## src/rtl/mem_stage_sram_ctrl_pkg.sv

```systemverilog
// Shared definitions for the MEM-stage SRAM controller and its memory model.
package mem_stage_sram_ctrl_pkg;

  localparam logic [1:0] ST_IDLE = 2'd0;
  localparam logic [1:0] ST_LOW  = 2'd1;
  localparam logic [1:0] ST_HIGH = 2'd2;
  localparam logic [1:0] ST_DONE = 2'd3;

  typedef enum logic [1:0] {
    IDLE = ST_IDLE,
    LOW  = ST_LOW,
    HIGH = ST_HIGH,
    DONE = ST_DONE
  } state_e;

  typedef enum logic {
    OP_READ  = 1'b0,
    OP_WRITE = 1'b1
  } op_e;

  localparam int unsigned DATA_BASE_ADDR  = 1024;
  localparam int          SRAM_AW_DEFAULT = 18;

endpackage

```

## src/rtl/mem_stage_sram_ctrl_if.sv

```systemverilog
// Pipeline request/response and external SRAM signals of the MEM stage.
interface mem_stage_sram_ctrl_if
  import mem_stage_sram_ctrl_pkg::*;
#(
  parameter int SRAM_AW = SRAM_AW_DEFAULT
) ();

  logic               mem_R_en;
  logic               mem_W_en;
  logic [31:0]        alu_result;
  logic [31:0]        val_rm;
  logic               ready;
  logic [31:0]        read_data;
  logic [SRAM_AW-1:0] sram_addr;
  logic [15:0]        sram_wdata;
  logic [15:0]        sram_rdata;
  logic               sram_we_n;
  logic               sram_oe_n;

  modport master (
    output mem_R_en, mem_W_en, alu_result, val_rm, sram_rdata,
    input  ready, read_data, sram_addr, sram_wdata, sram_we_n, sram_oe_n
  );

  modport slave (
    input  mem_R_en, mem_W_en, alu_result, val_rm, sram_rdata,
    output ready, read_data, sram_addr, sram_wdata, sram_we_n, sram_oe_n
  );

endinterface

```

## src/rtl/mem_stage_sram_wait_counter.sv

```systemverilog
// Loadable up/down wait counter with a terminal-count flag for multi-cycle memory accesses.
module sram_wait_counter #(
  parameter int CW = 2
) (
  input  logic          clk_sys,
  input  logic          rst_b,
  input  logic          load,
  input  logic          en,
  input  logic          up,
  input  logic [CW-1:0] load_val,
  input  logic [CW-1:0] term,
  output logic          tc
);

  logic [CW-1:0] count;

  always_ff @(posedge clk_sys or negedge rst_b) begin
    if (!rst_b) begin
      count <= '0;
    end else if (load) begin
      count <= load_val;
    end else if (en) begin
      count <= up ? count + 1'b1 : count - 1'b1;
    end
  end

  assign tc = (count == term);

endmodule

```

## src/rtl/mem_stage_sram_ctrl.sv

```systemverilog
// MEM-stage controller: each 32-bit load/store becomes two 16-bit async-SRAM accesses.
module mem_stage_sram_ctrl
  import mem_stage_sram_ctrl_pkg::*;
#(
  parameter int unsigned BASE_ADDR   = DATA_BASE_ADDR,
  parameter int unsigned WAIT_CYCLES = 2,
  parameter int          SRAM_AW     = SRAM_AW_DEFAULT
) (
  input  logic                  clk,
  input  logic                  rst,
  mem_stage_sram_ctrl_if.slave  bus
);

  localparam int CW = (WAIT_CYCLES > 1) ? $clog2(WAIT_CYCLES) : 1;
  localparam logic [CW-1:0] TERM = CW'(WAIT_CYCLES - 1);

  state_e        state_q, state_d;
  op_e           op_q;
  logic [29:0]   idx_q;
  logic [31:0]   data_q;
  logic [31:0]   read_data_q;
  logic          req;
  logic          cnt_load, cnt_en, cnt_tc;
  logic          half;
  logic          active;

  assign req = bus.mem_R_en | bus.mem_W_en;

  sram_wait_counter #(.CW(CW)) u_wait (
    .clk_sys  (clk),
    .rst_b    (rst),
    .load     (cnt_load),
    .en       (cnt_en),
    .up       (1'b1),
    .load_val ('0),
    .term     (TERM),
    .tc       (cnt_tc)
  );

  always_ff @(posedge clk or negedge rst) begin
    if (!rst) begin
      state_q <= IDLE;
    end else begin
      state_q <= state_d;
    end
  end

  always_comb begin
    state_d  = state_q;
    cnt_load = 1'b0;
    cnt_en   = 1'b0;
    case (state_q)
      IDLE: begin
        cnt_load = 1'b1;
        if (req) state_d = LOW;
      end
      LOW: begin
        if (cnt_tc) begin
          state_d  = HIGH;
          cnt_load = 1'b1;
        end else begin
          cnt_en = 1'b1;
        end
      end
      HIGH: begin
        if (cnt_tc) begin
          state_d  = DONE;
          cnt_load = 1'b1;
        end else begin
          cnt_en = 1'b1;
        end
      end
      DONE: begin
        state_d  = IDLE;
        cnt_load = 1'b1;
      end
      default: state_d = IDLE;
    endcase
  end

  // Request is captured only in IDLE, so EX/MEM may change freely while busy.
  always_ff @(posedge clk or negedge rst) begin
    if (!rst) begin
      op_q   <= OP_READ;
      idx_q  <= '0;
      data_q <= '0;
    end else if (state_q == IDLE && req) begin
      op_q   <= bus.mem_W_en ? OP_WRITE : OP_READ;
      idx_q  <= 30'((bus.alu_result - BASE_ADDR) >> 2);
      data_q <= bus.val_rm;
    end
  end

  always_ff @(posedge clk or negedge rst) begin
    if (!rst) begin
      read_data_q <= '0;
    end else if (op_q == OP_READ && cnt_tc) begin
      if (state_q == LOW)  read_data_q[15:0]  <= bus.sram_rdata;
      if (state_q == HIGH) read_data_q[31:16] <= bus.sram_rdata;
    end
  end

  assign active = (state_q == LOW) || (state_q == HIGH);
  assign half   = (state_q == HIGH);

  always_comb begin
    bus.ready      = 1'b0;
    bus.sram_we_n  = 1'b1;
    bus.sram_oe_n  = 1'b1;
    bus.sram_addr  = '0;
    bus.sram_wdata = '0;
    if (state_q == IDLE) bus.ready = ~req;
    if (state_q == DONE) bus.ready = 1'b1;
    if (active) begin
      bus.sram_addr = SRAM_AW'({idx_q, half});
      if (op_q == OP_WRITE) begin
        bus.sram_we_n  = 1'b0;
        bus.sram_wdata = half ? data_q[31:16] : data_q[15:0];
      end else begin
        bus.sram_oe_n = 1'b0;
      end
    end
  end

  assign bus.read_data = read_data_q;

endmodule
```

## src/flat_wrapper.sv

```systemverilog
// flat-port wrapper written by rule: the top's interface ports become plain ports
module mem_stage_sram_ctrl_flat import mem_stage_sram_ctrl_pkg::*;
#(
  parameter int unsigned BASE_ADDR   = DATA_BASE_ADDR,
  parameter int unsigned WAIT_CYCLES = 2,
  parameter int          SRAM_AW     = SRAM_AW_DEFAULT
)
  (clk, rst, bus_mem_R_en, bus_mem_W_en, bus_alu_result, bus_val_rm, bus_sram_rdata, bus_ready, bus_read_data, bus_sram_addr, bus_sram_wdata, bus_sram_we_n, bus_sram_oe_n);
  mem_stage_sram_ctrl_if #(.SRAM_AW(SRAM_AW)) bus_i ();
  input  logic clk;
  input  logic rst;
  input wire logic [$bits(bus_i.mem_R_en)-1:0] bus_mem_R_en;
  input wire logic [$bits(bus_i.mem_W_en)-1:0] bus_mem_W_en;
  input wire logic [$bits(bus_i.alu_result)-1:0] bus_alu_result;
  input wire logic [$bits(bus_i.val_rm)-1:0] bus_val_rm;
  input wire logic [$bits(bus_i.sram_rdata)-1:0] bus_sram_rdata;
  output wire logic [$bits(bus_i.ready)-1:0] bus_ready;
  output wire logic [$bits(bus_i.read_data)-1:0] bus_read_data;
  output wire logic [$bits(bus_i.sram_addr)-1:0] bus_sram_addr;
  output wire logic [$bits(bus_i.sram_wdata)-1:0] bus_sram_wdata;
  output wire logic [$bits(bus_i.sram_we_n)-1:0] bus_sram_we_n;
  output wire logic [$bits(bus_i.sram_oe_n)-1:0] bus_sram_oe_n;
  assign bus_i.mem_R_en = bus_mem_R_en;
  assign bus_i.mem_W_en = bus_mem_W_en;
  assign bus_i.alu_result = bus_alu_result;
  assign bus_i.val_rm = bus_val_rm;
  assign bus_i.sram_rdata = bus_sram_rdata;
  assign bus_ready = bus_i.ready;
  assign bus_read_data = bus_i.read_data;
  assign bus_sram_addr = bus_i.sram_addr;
  assign bus_sram_wdata = bus_i.sram_wdata;
  assign bus_sram_we_n = bus_i.sram_we_n;
  assign bus_sram_oe_n = bus_i.sram_oe_n;
  mem_stage_sram_ctrl #(.BASE_ADDR(BASE_ADDR), .WAIT_CYCLES(WAIT_CYCLES), .SRAM_AW(SRAM_AW)) u_core (.clk(clk), .rst(rst), .bus(bus_i));
endmodule
```

## config.mk

```make
export PLATFORM = sky130hd
export DESIGN_NAME = mem_stage_sram_ctrl_flat
export DESIGN_NICKNAME = d
export VERILOG_FILES = /design/src/rtl/mem_stage_sram_ctrl_pkg.sv /design/src/rtl/mem_stage_sram_ctrl_if.sv /design/src/rtl/mem_stage_sram_wait_counter.sv /design/src/rtl/mem_stage_sram_ctrl.sv /design/src/flat_wrapper.sv
export SDC_FILE = /design/constraint.sdc
export NUM_CORES = 1
export LEC_CHECK = 0
export CAP_MARGIN = 20
export CORE_AREA = 2 2 85 87
export DETAILED_ROUTE_END_ITERATION = 8
export DIE_AREA = 0 0 87 89
export DONT_BUFFER_PORTS = 1
export PLACE_DENSITY = 0.79
export SLEW_MARGIN = 0
export SYNTH_ARGS = -nofsm -noshare
export SYNTH_HDL_FRONTEND = slang
export SYNTH_SLANG_ARGS = --single-unit
```

## constraint.sdc

```tcl
create_clock -name clk -period 1.55 [get_ports clk]
set_input_delay 0.31 -clock clk [delete_from_list [all_inputs] [get_ports clk]]
set_output_delay 0.31 -clock clk [all_outputs]
set_load 0.02 [all_outputs]
```

---- After elaboration in Yosys (flattened, before gate mapping) ----
Cells that the tools add are included.
Widths: inputs -> output; s select.
word-level totals
  flip-flop bits (word level) ............. 85
  input port bits ......................... 84
  logic and storage cells ................. 49
cells by class
  equal/unequal tests ..................... 6
  add/subtract/negate cells ............... 2
  bitwise logic cells ..................... 3
  reductions and logical operators ........ 10
  mux-type cells .......................... 21
operator list
  operator                number
  $mux 16                 3
  $sub 19x11->19 const B  1
  $mux 18                 1
  $mux 1                  12
  $pmux 2 s4              1
  $mux 2                  3
  $eq 2x2->1 const B      2
  $ne 2x2->1 const B      2
  $reduce_and 2->1        2
  $reduce_or 2->1         2
  $reduce_and 3->1        1
  $eq 2x1->1 const B      1
  $logic_and 1x1->1       2
  $logic_not 2->1         1
  $ne 2x1->1 const B      1
  $not 1->1               2
  $pmux 1 s2              1
  $reduce_bool 2->1       1
  $add 1x1->1 const B     1
  $logic_or 1x1->1        1
  $or 1x1->1              1

---- Logic depth before layout (Yosys ltp) ----
Gate-level depths: netlist (run 1).
  depth after elaboration ................. 5
  mapped depth ............................ 7
  mapped depth without buffers ............ 5

---- Cells and area by module ----
From an unflattened synthesis (run 1), not the netlist that was laid out.
unflattened totals
  cells, all modules ...................... 371
  area, all modules ....................... 3759.9 um2
by module, submodules not included
  module               times used  area an instance (um2)  cells an instance
  mem_stage_sram_ctrl  1           3708.6                  366
  sram_wait_counter    1           51.3                    5

---- Worst setup path before layout (run 1) ----
OpenSTA, ideal clock, no wires.
  path kind ............................... flip-flop to output port
  from .................................... register u_core.state_q[0]
  to ...................................... output port bus_sram_wdata[10]
  cell stages (with the launch flop) ...... 7
  arrival time ............................ 1.690 ns
  path slack .............................. -0.450 ns
  cells stage by stage .................... dfrtp_1 > inv_1 > ha_1 > buf_2 > buf_2 > mux2i_1 > nor2_1
between the ends
  longest elaborated chain between the ends .. 4
  elaborated cells on any way between the ends .. 6
ends and longest elaborated chain
  element                   line                                                    RTL
  start: declaration        mem_stage_sram_ctrl.sv:17                               state_e state_q, state_d;
  start signal: assignment  mem_stage_sram_ctrl.sv:44                               state_q <= state_d;
  $eq 2x2->1                mem_stage_sram_ctrl.sv:103, mem_stage_sram_ctrl.sv:104
  $mux 16                   mem_stage_sram_ctrl.sv:118                              bus.sram_wdata = half ? data_q[31:16] : data_q[15:0];
  $mux 16                   mem_stage_sram_ctrl.sv:116                              if (op_q == OP_WRITE) begin
  $mux 16 *                 mem_stage_sram_ctrl.sv:114                              if (active) begin
  end: declaration          flat_wrapper.sv:20                                      output wire logic [$bits(bus_i.sram_wdata)-1:0] bus_sram_wdata;
Every way passes the cells marked *; elsewhere a longest branch is shown, timed or not.

---- Worst setup path in the final report (run 1) ----
  from .................................... register u_core.state_q[1]
  to ...................................... output port bus_sram_wdata[4]
Same word-level chain as after synthesis.

==> out/qor.yml, run 1 <==
outcome:
  status: "complete, but fails checks"
  violations: "negative hold slack, negative setup slack"
synthesis:
  synth_edf_count: 0
  ys_types: 30
  synth_xor_xnor_area_share: 0.004701
  synth-simple-area-share: 0.2126
  ys_top_cells_by_area: "dfrtp_1 (57%), nand2_1 (13%), mux2_2 (10%)"
  yosysMostFrequentCell: "nand2_1"
  synthAdderAreaFrac: 0.01679
  netlist_area_mm2: 0.003726
  ys_warn_count: 0
  synth_seq_area_share: 0.5709
  synth_mux_area_frac: 0.1427
  synth_top_area_frac: 0.5709
  synthArstFlopShare: 1.000
  yosysTopAreaCell: "dfrtp_1"
  syn_area_per_cell_um2: 10.21
  synthTopCellsByCount: "nand2_1 (131), dfrtp_1 (85), mux2_2 (33)"
  synth_top_family_by_area: "simple AND/OR/NAND/NOR gates"
  synth_cells: 365
  synth_seq_cells: 85
  synthFlopType: "dfrtp_1"
  mappedNetlistNets: 454
  synth-compound-area-share: 0.02989
drt:
  drc: 0
  ant_nets: 0
  routed_via_density: 5.458
  wl_per_cell_um: 18.05
  first_pass_iters: 4
  vias: 2647
  wirelength_um: 8754
  drt_iter0_markers: 137
grt:
  grt_pass1_vias: 2639
  grt_usage: 0.2174
  grt_max_degree: 86
  grt_first_pass_wirelength_um: 13000
  gr-total-overflow: 0
  antenna_found_initial: 0
power:
  total_power_w: 0.01291
  p_int_w: 0.007480
  swShare: 0.4208
  p_comb_frac: 0.511
  powerDensity_mw_per_mm2: 2646
  p_clk_frac: 0.124
  power_switching_w: 0.005434
  p_leak_nw: 2.257
  seq_power_share: 0.364
  peakVddDrop_uv: 1143
cts:
  htreeDepth: 3
  cts_buffers: 9
  cts_tree: "built"
  cts_root_buffer: "clkbuf_8"
  clk_pin_slew_ns: 0.09
  clockBufferDepth: 2
  cts_sinks: 85
  clkLatencyLatePin_ns: 0.34
die:
  dieArea_mm2: 0.007743
  initial_utilization: 0.5546
  row_count: 30
  fp.dieH_um: 89
  core_mm2: 0.006719
  die_w_um: 87
  io_pins: 153
setup_path:
  crit_buf_inv: 3
  crit_chain: "inv_2, ha_4, nand2_8, buf_12, nor2_2, buf_6"
  crit_slowest_cell: "dfrtp_1"
  critPathCaptureType: "primary output"
  cp.arrival_ns: 1.62
  cp.required_ns: 1.24
  crit_family: "flip-flops"
  start_kind: "register"
  r2r_setup_slack_ns: 0.04
  reg2regPathDepth: 9
  crit_type: "reg2out"
  timing.rr.start: "u_core.state_q[1]$_DFFE_PN0P_"
  worstReg2RegEnd: "u_core.data_q[5]$_DFFE_PN0P_"
  cpPeakStageDelay_ns: 0.39
  critical_path.max_fanout: 8
job:
  maxCapViolations: 0
sta:
  clock-skew-final_ns: 0.01160
  layout_setup_ws_ns: -0.3823
  min_period_over_period: 1.247
  slew_violations: 0
  fmax_mhz: 517.5
  setup_violations: 37
  hold_ws_ns: -0.3534
  rsz0062_at_grt: "yes"
  relSlewSlack: 0.7853
  post-route-min-period_ns: 1.932
  final_hold_viol_count: 85
  fin_setup_tns_ns: -10.07
  tightestPinTransition_ns: 0.3221
final_layout:
  fin_nets: 489
  layout-drive-gt1-share: 0.3827
  final_core_util: 0.7264
  area_delta_synth_final_pct: 30.99
  diodes: 0
place:
  globalplace.congestion: 0.7607
  dp_hpwl_um: 5602
  portBuffers: 0
worst_hold_path:
  hold_class: "in2async"
-- timing repair --
item	CTS	global route
gates resized for setup	58	24
setup endpoints to repair	39	75
hold endpoints to repair	85	85
pin swaps	8	11
buffers inserted	3	6
cloned	2	4
-- power by group through the flow --
stage	clock network [W]	registers, W	logic [W]
finish	0.00161	0.00470	0.00660
global route	0.00173	0.00484	0.00711
CTS	0.00164	0.00468	0.00601
detailed placement	0	0.00469	0.00517
global placement	0	0.00461	0.00503
floorplan	0	0.00448	0.00402
-- flip-flops by register name (all words and copies together), names as in the netlist --
| name | cells |
|---|---|
| u_core.bus.read_data | 32 |
| u_core.state_q | 2 |
| u_core.u_wait.count | 1 |
| u_core.op_q | 1 |
| u_core.idx_q | 17 |
| u_core.data_q | 32 |
-- metrics by stage --
step	cells	area [µm²]	hold WS, ns	setup slack (ns)
2_1_floorplan	365	3981	0.01441	-0.06877
3_3_place_gp	456	4255	0.01666	-0.03635
3_5_place_dp	456	4255	0.01648	-0.04336
4_1_cts	477	4652	-0.3669	-0.3960
5_1_grt	485	4881	-0.3736	-0.4848
6_report	485	4881	-0.3534	-0.3823
-- metal layers --
layer | GRT usage | routed length (µm)
met1 | 0.2873 | 3647
met2 | 0.3539 | 4452
met3 | 0.04155 | 431
met4 | 0.09233 | 223
met5 | 0 | 0
-- how the worst max path moves through the flow --
stage / slack, ns / depth (start not counted) / startpoint / to
after floorplan: -0.07 / 6 / u_core.state_q[0]$_DFFE_PN0P_ / bus_sram_wdata[10]
after global placement: -0.04 / 6 / u_core.state_q[1]$_DFFE_PN0P_ / bus_sram_wdata[4]
after detailed placement: -0.04 / 6 / u_core.state_q[1]$_DFFE_PN0P_ / bus_sram_wdata[15]
after CTS: -0.40 / 5 / u_core.state_q[1]$_DFFE_PN0P_ / bus_sram_wdata[11]
after global routing: -0.48 / 6 / u_core.state_q[1]$_DFFE_PN0P_ / bus_sram_wdata[1]
final: -0.38 / 6 / u_core.state_q[1]$_DFFE_PN0P_ / bus_sram_wdata[4]
-- placed cells by master, fill, tap and decap left out, drive strengths merged, types with 2 or more instances in the layout --
master	instances
nor2b	3
ha	5
inv	6
a31oi	4
nor2	22
or3	3
clkbuf	15
o21ai	6
nand2b	3
clkinvlp	2
nand2	131
o31ai	2
dfrtp	85
mux2i	16
and2	17
or4	4
xnor2	2
mux2	33
buf	36
-- worst reg2reg max path: cells and delay by family (launching register included) --
family | cells | cell delay (ns)
AOI/OAI and AO/OA | 1 | 0.17
adders and majority gates | 1 | 0.16
buffers and inverters | 5 | 0.59
DFF | 1 | 0.39
and+or+nand+nor | 2 | 0.11
-- layout make-up --
cell class / instances / area (µm²)
flip-flops and latches: 85 / 2127
inverters: 4 / 15.01
well taps: 80 / 100.1
multi-input cells: 259 / 1886
clock buffers: 10 / 137.6
clock inverters: 6 / 67.56
repair buffers: 41 / 548.0
fillers: 477 / 1838
-- logic make-up (layout without fill, tap and decap cells) --
family,count (synthesis),in the layout
buf+inv,21,61
simple gates,186,186
mux,49,49
fa+ha+maj,5,5
compound gates,17,17
xor+xnor,2,2
flops,85,85
(Power assumes the default switching activity.)
==> run 2: changes to the inputs <==
--- a/config.mk
+++ b/config.mk
@@ -6,11 +6,13 @@
 export NUM_CORES = 1
 export LEC_CHECK = 0
 export CAP_MARGIN = 20
-export CORE_AREA = 2 2 85 87
+export CORE_AREA = 2 2 83 85
+export CTS_BUF_LIST = sky130_fd_sc_hd__clkbuf_8
+export CTS_CLUSTER_DIAMETER = 40
 export DETAILED_ROUTE_END_ITERATION = 8
-export DIE_AREA = 0 0 87 89
+export DIE_AREA = 0 0 85 87
 export DONT_BUFFER_PORTS = 1
-export PLACE_DENSITY = 0.79
+export PLACE_DENSITY = 0.82
 export SLEW_MARGIN = 0
 export SYNTH_ARGS = -nofsm -noshare
 export SYNTH_HDL_FRONTEND = slang
==> run 2 against run 1 <==
  * Worst hold slack better by 0.0019 ns
  * Power rose by 5.1%
  * Die area decreased by 4.5%
  * Fmax about the same
  * Sequential power about the same
  * Critical path type unchanged
  * First-iteration DRC count down 12%
  * Critical path depth is the same
  * The flow still finishes with violations (negative hold slack, negative setup slack)
  * Sequential share of layout area fell by 0.80 points
  * Global-route usage grew 0.88 points
  * Register-to-register slack worse by 0.21 ns
  * Utilization is 3.1 points higher
==> out/qor.yml, run 2 (synthesis gave the netlist of run 1 again) <==
outcome:
  status: "complete, but fails checks"
  violations: "negative hold slack, negative setup slack"
cts:
  clkLatencyLatePin_ns: 0.34  # about the same
  htreeDepth: 3  # unchanged
  clk_pin_slew_ns: 0.09  # about the same
  cts_buffers: 9  # unchanged
  cts_root_buffer: "clkbuf_8"
  cts_tree: "built"
  clockBufferDepth: 2  # unchanged
  cts_sinks: 85  # unchanged
setup_path:
  reg2regPathDepth: 9  # unchanged
  cp.arrival_ns: 1.62  # about the same
  critical_path.max_fanout: 6  # -2
  cp.required_ns: 1.24  # about the same
  crit_type: "reg2out"
  critPathCaptureType: "primary output"
  start_kind: "register"
  worstReg2RegEnd: "u_core.state_q[0]$_DFFE_PN0P_"
  cp-startpoint: "u_core.state_q[0]$_DFFE_PN0P_"
  cp-endpoint: "bus_sram_wdata[0]"
  r2r_setup_slack_ns: -0.17  # -0.21 ns
  timing.rr.start: "u_core.state_q[0]$_DFFE_PN0P_"
sta:
  min_period_over_period: 1.245  # about the same
  rsz0062_at_grt: "yes"
  final_hold_viol_count: 85  # unchanged
  slew_violations: 0  # unchanged
  relSlewSlack: 0.7534  # -0.03192
  layout_setup_ws_ns: -0.3805  # +0.001866 ns
  fmax_mhz: 518.0  # about the same
  hold_ws_ns: -0.3515  # +0.001904 ns
  clock-skew-final_ns: 0.006401  # -0.005197 ns
  post-route-min-period_ns: 1.930  # -0.001866 ns
  tightestPinTransition_ns: 0.3700  # +0.04788 ns
  setup_violations: 55  # +49%
power:
  seq_power_share: 0.346  # -0.018
  p_comb_frac: 0.527  # +0.016
  powerDensity_mw_per_mm2: 2730  # +3.2%
  p_clk_frac: 0.127  # +0.003
  swShare: 0.4127  # -0.008114
  power_switching_w: 0.005602  # +3.1%
  total_power_w: 0.01357  # +5.1%
  peakVddDrop_uv: 1560  # +36%
  p_leak_nw: 2.357  # +4.5%
  p_int_w: 0.007973  # +6.6%
die:
  io_pins: 153  # unchanged
  core_mm2: 0.006569  # -2.2%
  dieArea_mm2: 0.007395  # -4.5%
  row_count: 30  # unchanged
  fp.dieH_um: 87  # -2.2%
  initial_utilization: 0.5672  # +0.01268
  die_w_um: 85  # -2.3%
grt:
  grt_max_degree: 86  # unchanged
  grt_pass1_vias: 2716  # +2.9%
  gr-total-overflow: 0  # unchanged
  grt_usage: 0.2262  # +0.008775
  antenna_found_initial: 0  # unchanged
  grt_first_pass_wirelength_um: 12860  # -1.1%
final_layout:
  fin_nets: 492  # +0.61%
  layout-drive-gt1-share: 0.3725  # -0.01017
  area_delta_synth_final_pct: 33.45
  final_common_cell: "nand2_1"
  final_cell_mix: "nand2_1 (128), dfrtp_1 (85), buf_4 (20)"
  seq_area_mm2: 0.002127  # unchanged
  diodes: 0  # unchanged
  multi_input_area_mm2: 0.001943  # +3.1%
  fill_cells: 420  # -12%
drt:
  first_pass_iters: 4  # unchanged
  wl_per_cell_um: 18.62  # +3.2%
  drc: 0  # unchanged
  vias: 2706  # +2.2%
  ant_nets: 0  # unchanged
  wirelength_um: 9086  # +3.8%
  routed_via_density: 5.545  # +1.6%
  drt_iter0_markers: 121  # -12%
place:
  portBuffers: 0  # unchanged
  globalplace.congestion: 0.7671  # +0.84%
  dp_hpwl_um: 5522  # -1.4%
job:
  maxCapViolations: 0  # unchanged
worst_hold_path:
  hold_class: "in2async"
run 2: cell count changes in the layout (fill, tap and decap cells not counted), sizes merged:
| cell | delta |
|---|---|
| clkinvlp | -1 |
| clkbuf | -2 |
| inv | -1 |
| clkinv | +2 |
| buf | +4 |
| bufinv | +1 |
run 2: layer usage:
| layer | vias to the layer above | GRT usage | share of wire |
|---|---|---|---|
| met1 | 1356 | 0.2668 | 0.40 |
| met5 | - | 0 | 0 |
| met3 | 13 | 0.04645 | 0.041 |
| met2 | 82 | 0.4020 | 0.55 |
| li1 | 1255 | - | - |
| met4 | 0 | 0.09668 | 0.016 |
run 2: worst max-delay path, cell delays in order (launching register included):
cell	delay, ns
dfrtp_1	0.41
inv_2	0.11
ha_4	0.21
buf_12	0.14
mux2i_2	0.22
nor2_2	0.06
buf_6	0.13
run 2: final cells by class:
| cell class | instances | area share |
|---|---|---|
| clock inverter | 7 | 0.01988 |
| sequential | 85 | 0.4278 |
| inverter | 4 | 0.003020 |
| timing repair buffer | 44 | 0.1135 |
| clock buffer | 9 | 0.02491 |
| tap | 80 | 0.02013 |
| multi-input combinational | 259 | 0.3908 |
run 2: what timing repair did:
action,in CTS,in global routing
pin swaps,5,9
resized for setup,43,49
gates cloned,1,5
setup buffers,6,7
endpoints found under the setup margin,39,100
hold endpoints to repair,85,85
run 2: how the worst min path moves through the flow:
stage          start                                   end  slack (ns)  cells past startpoint
2_1_floorplan    rst   u_core.bus.read_data[0]$_DFFE_PN0P_        0.01                      0
3_3_place_gp     rst   u_core.bus.read_data[0]$_DFFE_PN0P_        0.02                      0
3_5_place_dp     rst   u_core.bus.read_data[0]$_DFFE_PN0P_        0.02                      0
4_1_cts          rst   u_core.bus.read_data[0]$_DFFE_PN0P_       -0.37                      0
5_1_grt          rst  u_core.bus.read_data[27]$_DFFE_PN0P_       -0.38                      0
6_report         rst   u_core.bus.read_data[0]$_DFFE_PN0P_       -0.35                      0
run 2: power groups by stage:
stage,clock (W),sequential [W],combinational [W]
final,0.00172,0.00470,0.00716
after global routing,0.00185,0.00482,0.00760
after CTS,0.00174,0.00465,0.00582
after detailed placement,0,0.00467,0.00511
after global placement,0,0.00460,0.00493
after floorplan,0,0.00448,0.00402
run 2: metrics by stage:
stage,util,cells,instance area (µm²),TNS [ns],setup WS [ns]
6_report,0.7570,488,4972,-14.02,-0.3805
4_1_cts,0.7069,476,4643,-12.46,-0.3823
2_1_floorplan,-,365,3981,-1.442,-0.06877
3_3_place_gp,0.6444,453,4233,-0.004292,-0.004292
3_5_place_dp,0.6444,453,4233,-0.09661,-0.05565
5_1_grt,0.7570,488,4972,-16.43,-0.4498
==> run 3: changes to the inputs <==
--- a/config.mk
+++ b/config.mk
@@ -6,13 +6,14 @@
 export NUM_CORES = 1
 export LEC_CHECK = 0
 export CAP_MARGIN = 20
-export CORE_AREA = 2 2 83 85
+export CELL_PAD_IN_SITES_DETAIL_PLACEMENT = 1
+export CELL_PAD_IN_SITES_GLOBAL_PLACEMENT = 2
+export CORE_AREA = 2 2 131 133
 export CTS_BUF_LIST = sky130_fd_sc_hd__clkbuf_8
 export CTS_CLUSTER_DIAMETER = 40
 export DETAILED_ROUTE_END_ITERATION = 8
-export DIE_AREA = 0 0 85 87
-export DONT_BUFFER_PORTS = 1
-export PLACE_DENSITY = 0.82
+export DIE_AREA = 0 0 133 135
+export PLACE_DENSITY = 0.81
 export SLEW_MARGIN = 0
 export SYNTH_ARGS = -nofsm -noshare
 export SYNTH_HDL_FRONTEND = slang
==> constraint.sdc (replaced) <==
create_clock -name clk -period 1.55 [get_ports clk]
set_input_delay 0.31 -clock clk [delete_from_list [all_inputs] [get_ports clk]]
set_output_delay 0.31 -clock clk [all_outputs]
set_load 0.05 [all_outputs]
==> run 3 against run 2 <==
  * The flow finishes with violations (negative setup slack)
  * Cell area up 41%
  * Via count up 20%
  * Combinational power up 86%
  * Fmax down 6.5%
  * Largest cell class is now buffers
==> out/qor.yml, run 3 (synthesis gave the netlist of run 1 again) <==
die:
  row_count: 47  # +57%
  io_pins: 153  # unchanged
  initial_utilization: 0.2271  # -0.3401
  fp.dieH_um: 135  # +55%
  core_mm2: 0.01641  # +150%
  dieArea_mm2: 0.01796  # +140%
  die_w_um: 133  # +56%
final_layout:
  fill_cells: 1720  # +310%
  area_delta_synth_final_pct: 87.51
  seq_area_mm2: 0.002127  # unchanged
  diodes: 0  # unchanged
  layout-drive-gt1-share: 0.4283  # +0.05576
  multi_input_area_mm2: 0.002048  # +5.4%
  fin_nets: 628  # +28%
  final_cell_mix: "nand2_1 (128), dfrtp_1 (85), clkdlybuf4s50_1 (62)"
  final_common_cell: "nand2_1"
sta:
  tightestPinTransition_ns: 0.4679  # +0.09793 ns
  hold_ws_ns: 0.3240  # +0.6755 ns
  layout_setup_ws_ns: -0.5149  # -0.1344 ns
  min_period_over_period: 1.332  # +0.08671
  fmax_mhz: 484.3  # -6.5%
  slew_violations: 0  # unchanged
  post-route-min-period_ns: 2.065  # +0.1344 ns
  clock-skew-final_ns: 0.008182  # +0.001782 ns
  rsz0062_at_grt: "yes"
  fin_setup_tns_ns: -17.19  # -3.171 ns
  setup_violations: 56  # +1.8%
  relSlewSlack: 0.6881  # -0.06528
  final_hold_viol_count: 0  # -100%
setup_path:
  cpPeakStageDelay_ns: 0.41  # about the same
  start_kind: "register"
  critPathCaptureType: "primary output"
  crit_buf_inv: 3  # unchanged
  crit_chain: "inv_2, ha_4, nand2_8, buf_12, nor2_2, buf_12"
  cp-endpoint: "bus_sram_wdata[2]"
  worstReg2RegEnd: "u_core.bus.read_data[25]$_DFFE_PN0P_"
  cp.depth: 6  # unchanged
  reg2regPathDepth: 6  # -3
  critical_path.max_fanout: 6  # unchanged
  cp.arrival_ns: 1.75  # +0.13 ns
  crit_slowest_cell: "dfrtp_1"
  cp-startpoint: "u_core.state_q[1]$_DFFE_PN0P_"
  r2r_setup_slack_ns: -0.06  # +0.11 ns
  crit_family: "flip-flops"
  timing.rr.start: "u_core.state_q[1]$_DFFE_PN0P_"
  cp_common_cell: "buf_12"
  crit_type: "reg2out"
  cp.required_ns: 1.24  # about the same
drt:
  first_pass_iters: 4  # unchanged
  wl_per_cell_um: 16.29  # -12%
  wirelength_um: 12450  # +37%
  routed_via_density: 4.263  # -23%
  vias: 3257  # +20%
  drt_iter0_markers: 73  # -40%
  ant_nets: 0  # unchanged
  drc: 0  # unchanged
power:
  powerDensity_mw_per_mm2: 2781  # +1.9%
  p_int_w: 0.01075  # +35%
  swShare: 0.4465  # +0.03386
  p_leak_nw: 3.169  # +34%
  seq_power_share: 0.217  # -0.129
  p_comb_frac: 0.685  # +0.158
  p_clk_frac: 0.098  # -0.029
  power_switching_w: 0.008677  # +55%
  peakVddDrop_uv: 1253  # -20%
  total_power_w: 0.01943  # +43%
worst_hold_path:
  hold_class: "in2reg"
grt:
  grt_max_degree: 86  # unchanged
  gr-total-overflow: 0  # unchanged
  grt_first_pass_wirelength_um: 19800  # +54%
  antenna_found_initial: 0  # unchanged
  grt_pass1_vias: 3757  # +38%
  grt_usage: 0.1410  # -0.08516
cts:
  cts_root_buffer: "clkbuf_8"
  cts_tree: "built"
  cts_sinks: 85  # unchanged
  clkLatencyLatePin_ns: 0.36  # +0.02 ns
  cts_buffers: 9  # unchanged
  htreeDepth: 3  # unchanged
  clk_pin_slew_ns: 0.08  # about the same
  clockBufferDepth: 2  # unchanged
outcome:
  violations: "negative setup slack"
  status: "complete, but fails checks"
place:
  globalplace.congestion: 0.7571  # -1.3%
  dp_hpwl_um: 8614  # +56%
  portBuffers: 137  # +137
job:
  maxCapViolations: 0  # unchanged
==> run 3: cell types whose count changed in the layout (fill, tap and decap cells not counted), sizes merged, moves of 2 or more <==
cell,delta
buf,+71
clkdlybuf4s50,+62
clkinv,-2
dlygate4sd2,+4
==> run 3: cell type report <==
cell class,instances,area share
flip-flops and latches,85,0.3044
multi-input cells,259,0.2932
clock inverters,3,0.009312
well taps,220,0.03940
repair buffers,180,0.3259
inverters,4,0.002149
clock buffers,13,0.02561
==> run 3: power by group through the flow <==
stage	clock, W	sequential (W)	combinational, W
2_1_floorplan	0	0.00542	0.00553
3_3_place_gp	0	0.00403	0.0117
3_5_place_dp	0	0.00412	0.0119
4_1_cts	0.00198	0.00415	0.0127
5_1_grt	0.00208	0.00435	0.0140
6_report	0.00190	0.00422	0.0133
==> run 3: worst min path at each step <==
| stage | start | end | slack, ns | cells after the start |
|---|---|---|---|---|
| final | bus_alu_result[10] | u_core.idx_q[8]$_DFFE_PN0P_ | 0.32 | 3 |
| after global routing | bus_alu_result[10] | u_core.idx_q[8]$_DFFE_PN0P_ | 0.31 | 3 |
| after CTS | bus_alu_result[16] | u_core.idx_q[14]$_DFFE_PN0P_ | 0.39 | 3 |
| after detailed placement | rst | u_core.bus.read_data[1]$_DFFE_PN0P_ | 0.39 | 2 |
| after global placement | rst | u_core.bus.read_data[17]$_DFFE_PN0P_ | 0.38 | 2 |
| after floorplan | rst | u_core.bus.read_data[0]$_DFFE_PN0P_ | 0.01 | 0 |
==> run 3: stage by stage <==
step           area, µm²  worst slack, ns  std cells    util
5_1_grt             6987          -0.5859        764  0.4258
3_5_place_dp        6203          -0.5302        735  0.3781
4_1_cts             6723          -0.5012        760  0.4097
3_3_place_gp        6203          -0.4491        735  0.3781
2_1_floorplan       3981          -0.1768        365       -
6_report            6987          -0.5149        764  0.4258
==> run 3: worst reg2reg max path: stages, from the launching register on <==
cell and delay (ns):
dfrtp_1 0.42, buf_6 0.14, ha_4 0.18, buf_4 0.17, nand2_4 0.10, buf_12 0.14, mux2_2 0.34
==> run 3: timing repair <==
action | 4_1_cts | 5_1_grt
hold buffers | 1 | 0
buffers inserted | 8 | 5
hold endpoints to repair | 62 | 0
cloned | 1 | 1
gates resized for setup | 34 | 46
pin swaps | 12 | 8
endpoints found under the setup margin | 107 | 76
==> run 3: layer usage <==
metal / GRT usage / vias up / share of wire
li1: - / 1528 / -
met1: 0.1654 / 1620 / 0.42
met2: 0.2559 / 96 / 0.52
met3: 0.02965 / 13 / 0.046
met4: 0.04839 / 0 / 0.015
met5: 0 / - / 0
